File: src/rtl/jk_bank_driver.sv
// ============================================================================
// Module   : jk_bank_driver
// Purpose  : Write-side controller for a negedge-clocked JK flip-flop bank.
//            Drives J/K toward a target word, verifies, and re-drives on miss.
//            Optional macro JK_TOGGLE_EXCITE_EN selects toggle-form excitation.
// Revision : 1.0  initial release
// ============================================================================
`default_nettype none

module jk_bank_driver #(
  parameter int WIDTH     = 4,
  parameter int RETRY_MAX = 3,
  localparam int RW       = (RETRY_MAX > 0) ? $clog2(RETRY_MAX + 1) : 1
) (
  input  logic             CLK,
  input  logic             RST,
  input  logic             REQ_VALID,
  output logic             REQ_READY,
  input  logic [WIDTH-1:0] REQ_DATA,
  input  logic [WIDTH-1:0] Q_FB,
  output logic [WIDTH-1:0] J,
  output logic [WIDTH-1:0] K,
  output logic             BUSY,
  output logic             DONE,
  output logic             ERR,
  output logic [RW-1:0]    RETRIES
);

  localparam logic [RW-1:0] C_RMAX = RW'(RETRY_MAX);

  typedef enum logic [1:0] {
    S_IDLE  = 2'd0,
    S_DRIVE = 2'd1,
    S_CHECK = 2'd2
  } state_t;

  state_t           state_q, state_d;
  logic [WIDTH-1:0] target_q, target_d;
  logic [WIDTH-1:0] j_q, j_d, k_q, k_d;
  logic [RW-1:0]    retries_q, retries_d;
  logic             done_q, done_d, err_q, err_d;

  // Returns {J, K} moving present state q toward target t.
  function automatic logic [2*WIDTH-1:0] excite(input logic [WIDTH-1:0] q,
                                                input logic [WIDTH-1:0] t);
`ifdef JK_TOGGLE_EXCITE_EN
    return {q ^ t, q ^ t};
`else
    return {~q & t, q & ~t};
`endif
  endfunction

  always_comb begin
    state_d   = state_q;
    target_d  = target_q;
    j_d       = '0;
    k_d       = '0;
    retries_d = retries_q;
    done_d    = 1'b0;
    err_d     = 1'b0;
    case (state_q)
      S_IDLE: begin
        if (REQ_VALID) begin
          target_d   = REQ_DATA;
          {j_d, k_d} = excite(Q_FB, REQ_DATA);
          retries_d  = '0;
          state_d    = S_DRIVE;
        end
      end
      S_DRIVE: begin
        state_d = S_CHECK;
      end
      S_CHECK: begin
        if (Q_FB == target_q) begin
          done_d  = 1'b1;
          state_d = S_IDLE;
        end else if (retries_q < C_RMAX) begin
          retries_d  = retries_q + 1'b1;
          {j_d, k_d} = excite(Q_FB, target_q);
          state_d    = S_DRIVE;
        end else begin
          err_d   = 1'b1;
          state_d = S_IDLE;
        end
      end
      default: begin
        state_d = S_IDLE;
      end
    endcase
  end

  always_ff @(posedge CLK or posedge RST) begin
    if (RST) begin
      state_q   <= S_IDLE;
      target_q  <= '0;
      j_q       <= '0;
      k_q       <= '0;
      retries_q <= '0;
      done_q    <= 1'b0;
      err_q     <= 1'b0;
    end else begin
      state_q   <= state_d;
      target_q  <= target_d;
      j_q       <= j_d;
      k_q       <= k_d;
      retries_q <= retries_d;
      done_q    <= done_d;
      err_q     <= err_d;
    end
  end

  assign REQ_READY = (state_q == S_IDLE) && !RST;
  assign BUSY      = (state_q == S_DRIVE) || (state_q == S_CHECK);
  assign J         = j_q;
  assign K         = k_q;
  assign DONE      = done_q;
  assign ERR       = err_q;
  assign RETRIES   = retries_q;

endmodule

`default_nettype wire

File: config.mk
export PLATFORM = sky130hd
export DESIGN_NAME = jk_bank_driver
export DESIGN_NICKNAME = d
export VERILOG_FILES = /design/src/rtl/jk_bank_driver.sv
export SDC_FILE = /design/constraint.sdc
export NUM_CORES = 1
export LEC_CHECK = 0
export BUFFER_PORTS_ARGS = -buffer_cell sky130_fd_sc_hd__buf_2
export CAP_MARGIN = 5
export CORE_UTILIZATION = 55
export CTS_BUF_LIST = sky130_fd_sc_hd__clkbuf_16
export CTS_CLUSTER_SIZE = 12
export DETAILED_ROUTE_END_ITERATION = 16
export PLACE_DENSITY_LB_ADDON = 0.08
export SLEW_MARGIN = 20
export SYNTH_ARGS = -nofsm -noshare
export SYNTH_HDL_FRONTEND = slang
export SYNTH_SLANG_ARGS = --single-unit
File: constraint.sdc
create_clock -name CLK -period 4.09 [get_ports CLK]
set_input_delay 0.2045 -clock CLK [delete_from_list [all_inputs] [get_ports CLK]]
set_output_delay 0.2045 -clock CLK [all_outputs]
set_load 0.03 [all_outputs]
== Yosys cells after proc, flatten, opt, wreduce, memory -nomap -nowiden ==
Index checks and enable logic that the tools add are counted.

* Register bits after elaboration: 18
* Input port bits: 11
* Output and inout port bits: 14
* Word-level logic and storage cells: 50

* $add $sub $neg: 1
* Order comparisons: 1
* Equality and inequality tests: 6
* Muxes and demuxes: 21
* Bitwise gates (word level): 7
* Reduce and logical (&&, ||, !) cells: 7

{| class="wikitable"
|+ Operators by type and width
! operator !! number
|-
| 4-bit 2-to-1 mux || 6
|-
| 4-bit bitwise AND || 4
|-
| 4-bit case mux with 2 select lines || 2
|-
| 4-bit NOT || 3
|-
| 2-bit 2-to-1 mux || 4
|-
| 1-bit 2-to-1 mux || 7
|-
| 2-bit inequality test (second input constant) || 3
|-
| 2-bit case mux with 3 select lines || 1
|-
| 4-bit == test || 1
|-
| 2-bit case mux with 2 select lines || 1
|-
| 4-bit AND reduction || 1
|-
| 2-bit by 1-bit adder with 2-bit output (second input constant) || 1
|-
| 2-bit by 1-bit == test with 1-bit output (second input constant) || 1
|-
| 2-bit == test (second input constant) || 1
|-
| 2-bit zero test || 1
|-
| 2-bit less-than comparator (second input constant) || 1
|-
| 2-bit AND reduction || 1
|-
| 2-bit nonzero test || 1
|-
| 1-bit logical AND || 1
|-
| 1-bit zero test || 1
|-
| 1-bit logical OR || 1
|}

== Longest topological paths before layout ==
* Depth after elaboration: 5
* Mapped depth: 7
* Depth with buffers taken out: 5

== Worst setup path before layout ==
OpenSTA, ideal clock, no wires.

* Path type: reg-to-reg
* Start: reg retries_q[0], in the netlist RETRIES[0]
* End: reg retries_q[1], in the netlist RETRIES[1]
* Library setup time: 0.111 ns
* Arrival time: 1.387 ns
* Data required time: 3.979 ns
* Setup slack: 2.592 ns
* Stages on the path, launching flop included: 5
* Buffers on the path: 0
* Clock period less this slack: 1.498 ns
* Cell sequence: dfrtp_1 ha_1 nand2b_2 nand3b_4 a222oi_1

* Word-level cells in the longest chain between the ends: 4
* Elaborated cells between the ends (all ways): 7
* Classes of those cells: add/sub: 1; order compare: 1; eq/ne: 1; mux: 3; reduce/logical: 1

{| class="wikitable"
|+ RTL lines
! item !! RTL line !! text
|-
| start, declared || 40 || <nowiki>logic [RW-1:0] retries_q, retries_d;</nowiki>
|-
| start signal, assigned || 106 || <nowiki>retries_q <= retries_d;</nowiki>
|-
| 2-bit by 1-bit adder with 2-bit output || 78 || <nowiki>retries_d = retries_q + 1'b1;</nowiki>
|-
| 2-bit 2-to-1 mux || 77 || <nowiki>end else if (retries_q < C_RMAX) begin</nowiki>
|-
| 2-bit 2-to-1 mux || 74 || <nowiki>if (Q_FB == target_q) begin</nowiki>
|-
| 2-bit case mux with 2 select lines || 61 || <nowiki>case (state_q)</nowiki>
|}

Several ways; a longest one is shown, not always the timed one. The select of a mux whose other input is x is not followed.
A chain may end at the register's enable or synchronous reset.

== Final worst setup path ==
* Start: reg state_q[0]
* End: out REQ_READY

* Word-level cells in the longest chain between the ends: 2

{| class="wikitable"
|+ RTL lines
! item !! RTL line !! text
|-
| start, declared || 37 || <nowiki>state_t state_q, state_d;</nowiki>
|-
| start signal, assigned || 102 || <nowiki>state_q <= state_d;</nowiki>
|-
| 2-bit zero test || 112 || <nowiki>assign REQ_READY = (state_q == S_IDLE) && !RST;</nowiki>
|-
| 1-bit logical AND || 112 ||
|-
| end, declared || 18 || <nowiki>output logic REQ_READY,</nowiki>
|}

Every way passes these cells.

==> metrics.md <==
| Metric | Value |
|---|---|
| Outcome | finished clean |
| Die X | 44.6 microns |
| Slew HR | 54.0% |
| Die footprint | 1990 sq um |
| Startpoint types | flop |
| Synthesized area per cell | 11.1 sq um |
| Async set-reset flop share out of synthesis | 100% |
| Worst IR Drop VDD | 392 uV |
| Post-route DRC | 0 |
| GRT overflow | 0 |
| EDFF count, synth | 0 |
| Most frequent CP cell | inv_1 |
| Clock slew at reported path FFs | 0.05 ns |
| WP data required | 3.89 ns |
| I/O Pins | 25 |
| Fin crit period | 1.57 ns |
| Total power | 0.000833 W |
| Buffers & Inverters on Critical Path | 3 |
| Final Core Density | 70.9% |
| TNS Setup | 0 ns |
| Family with the most delay on the worst path | buffers and inverters |
| CTS H-Tree Depth | 1 |
| CTS Sinks | 18 |
| Setup WS post-layout | 2.52 ns |
| Die H | 44.6 microns |
| Global-route wire length before repair | 3.06 mm |
| Skew-Pair Late Insertion Delay | 0.25 ns |
| Simple-gate portion of the synthesized area | 14.3% |
| Yosys warnings | 0 |
| Initial DRC Count | 9 |
| Critical Path AT | 1.37 ns |
| Final setup vio count | 0 |
| # diodes | 0 |
| Synth Area in XOR/XNOR | 0% |
| Worst Tran Pin Value | 0.689 ns |
| Hold Path Class | in2async |
| FF+latch count, synth | 18 |
| Mux contribution to synthesized area | 1.01% |
| Largest family of logic cells by synthesized area | adder cells |
| Max Freq | 0.637 GHz |
| Total wire length | 1.84 mm |
| Area share of the largest cell type after synthesis | 45.2% |
| PortBufs | 24 |
| Total CTS buffers | 3 |
| Post-Place Setup Slack | 2.53 ns |
| Cell count after synthesis | 90 |
| Netlist cell types | 23 |
| Final-report max-slew violation count | 0 |
| Adder-cell share of the synthesized area | 17.6% |
| Post-synthesis sequential area ratio | 45.2% |
| RSZ-0062 raised after global routing | false |
| Routed len/inst | 13.1 microns |
| Compound-gate portion of the synthesized area | 13.9% |
| Synth area leader | dfrtp_1 |
| CTS tree | built |
| Synth top cells by count | dfrtp_1, inv_1, ha_1 |
| Setup Buffers After CTS | 0 |
| Met1 GRT Util | 27.2% |
| Routed Antenna Nets | 0 |
| Final Cell Area | 1210 sq um |
| Met2 Use GR | 35.3% |
| Syn Std Cell Area | 996 sq um |
| CP Cell Sequence | inv_1 > ha_1 > inv_1 > nor2_1 > buf_2 |
| Slowest library cell on the worst path | dfrtp_1 |
| Max_cap viols | 0 |
| CTS Root Buffer Type | clkbuf_16 |
| Initial DRT Pass Iterations | 4 |
| Area growth syn-to-layout | 21.6% |
| Vias in the first global route | 730 |
| Leakage | 0.673 nW |
| Final Skew | 0.00219 ns |
| Pin count of the biggest net entering global routing | 19 |
| Area contributors post-synth | dfrtp_1, ha_1, a32o_1, inv_1, o21ai_0 |
| GRT Total Usage | 21.2% |
| Ratio of cells with drive above 1 in the final layout | 29.6% |
| Worst setup EP type | output port |
| Met3 usage | 4.08% |
| Cell with the most instances after synthesis | dfrtp_1 |
| Number of nets in the layout | 141 |
| PostCTS Resize Cnt | 0 |
| Via-to-Cell Ratio | 5.26 |
| FP Rows | 15 |
| CTS Buffer Depth | 2 |
| Core Region | 1710 sq um |
| Critical path class | reg2out |
| CTS Hold Bufs | 0 |
| Final RePlAce weighted congestion | 0.774 |
| Initial Util | 58.3% |
| Placed inst area | 1130 sq um |
| Fin crit share | 38.4% |
| GRT busiest layer | met2 |
| Initial antenna violation count | 0 |
| Max FO, Critical Path | 4 |
| Syn Nets | 115 |
| Ys flop type | dfrtp_1 |
| Final hold vios | 0 |
| Post-detail-place hpwl | 1.39 mm |
| PwrDens | 688 nW/um^2 |
| Total number of vias | 736 |
| Critical Path Max Stage Delay | 0.40 ns |
-- metrics by stage --
stage / hold WS [ns] / cells
after floorplan: 0.143 / 90
after global placement: 0.344 / 136
after detailed placement: 0.351 / 136
after CTS: 0.0878 / 140
after global routing: 0.132 / 140
final: 0.0644 / 140
-- registers in the layout, indices dropped and copies added, names as in the netlist --
signal	cells
target_q	4
RETRIES	2
state_q	2
K	4
DONE	1
J	4
ERR	1
-- routing by layer --
metal	wire, microns	up-vias
met5	0	-
met4	22	0
met3	73	4
met2	872	19
met1	870	354
li1	-	359
-- where the power goes --
part / switching, W / internal, W
combinational: 0.000240 / 0.000133
clock: 0.0000660 / 0.000130
sequential: 0.0000317 / 0.000232
-- placed cells by master (no fill, tap or decap) --
| cell type | instances |
|---|---|
| a222oi_1 | 1 |
| a32o_1 | 8 |
| a41oi_1 | 1 |
| and2_1 | 1 |
| and2_2 | 1 |
| and3_2 | 2 |
| and4_1 | 1 |
| buf_2 | 24 |
| clkbuf_16 | 3 |
| clkinv_1 | 1 |
| dfrtp_1 | 18 |
| ha_1 | 14 |
| inv_1 | 17 |
| mux2i_1 | 1 |
| nand2_1 | 6 |
| nand2b_2 | 1 |
| nand3b_1 | 1 |
| nand3b_4 | 1 |
| nand4_4 | 1 |
| nor2_1 | 3 |
| nor3_1 | 1 |
| o21ai_0 | 5 |
| o22ai_1 | 1 |
| o32ai_1 | 1 |
| or2b_2 | 1 |
-- logic make-up after synthesis --
group | count (synthesis)
muxes | 1
AOI/OAI and AO/OA | 17
adders and majority gates | 14
and+or+nand+nor | 20
buffers and inverters | 20
DFF | 18
-- area by class of cell --
class,count,area (sq um)
clock buffers,3,75.1
inverters,17,63.8
fillers,129,497
multi-input cells,52,467
well taps,25,31.3
clock inverters,1,3.75
flip-flops and latches,18,450
repair buffers,24,120
-- path summary, 6_finish.rpt --
| kind | startpoint | end | slack, ns | cells after the start |
|---|---|---|---|---|
| min reg2reg | RETRIES[0] | RETRIES[0] | 0.54 | 1 |
| min | RST | RETRIES[0] | 0.06 | 2 |
| max in group asynchronous | RST | K[2] | 3.58 | 2 |
| max reg2reg | state_q[0] | J[2] | 2.55 | 4 |
| min in group CLK | REQ_VALID | RETRIES[1] | 0.20 | 2 |
| max | state_q[0] | REQ_READY | 2.52 | 5 |
Power figures use the tool's default switching activity.
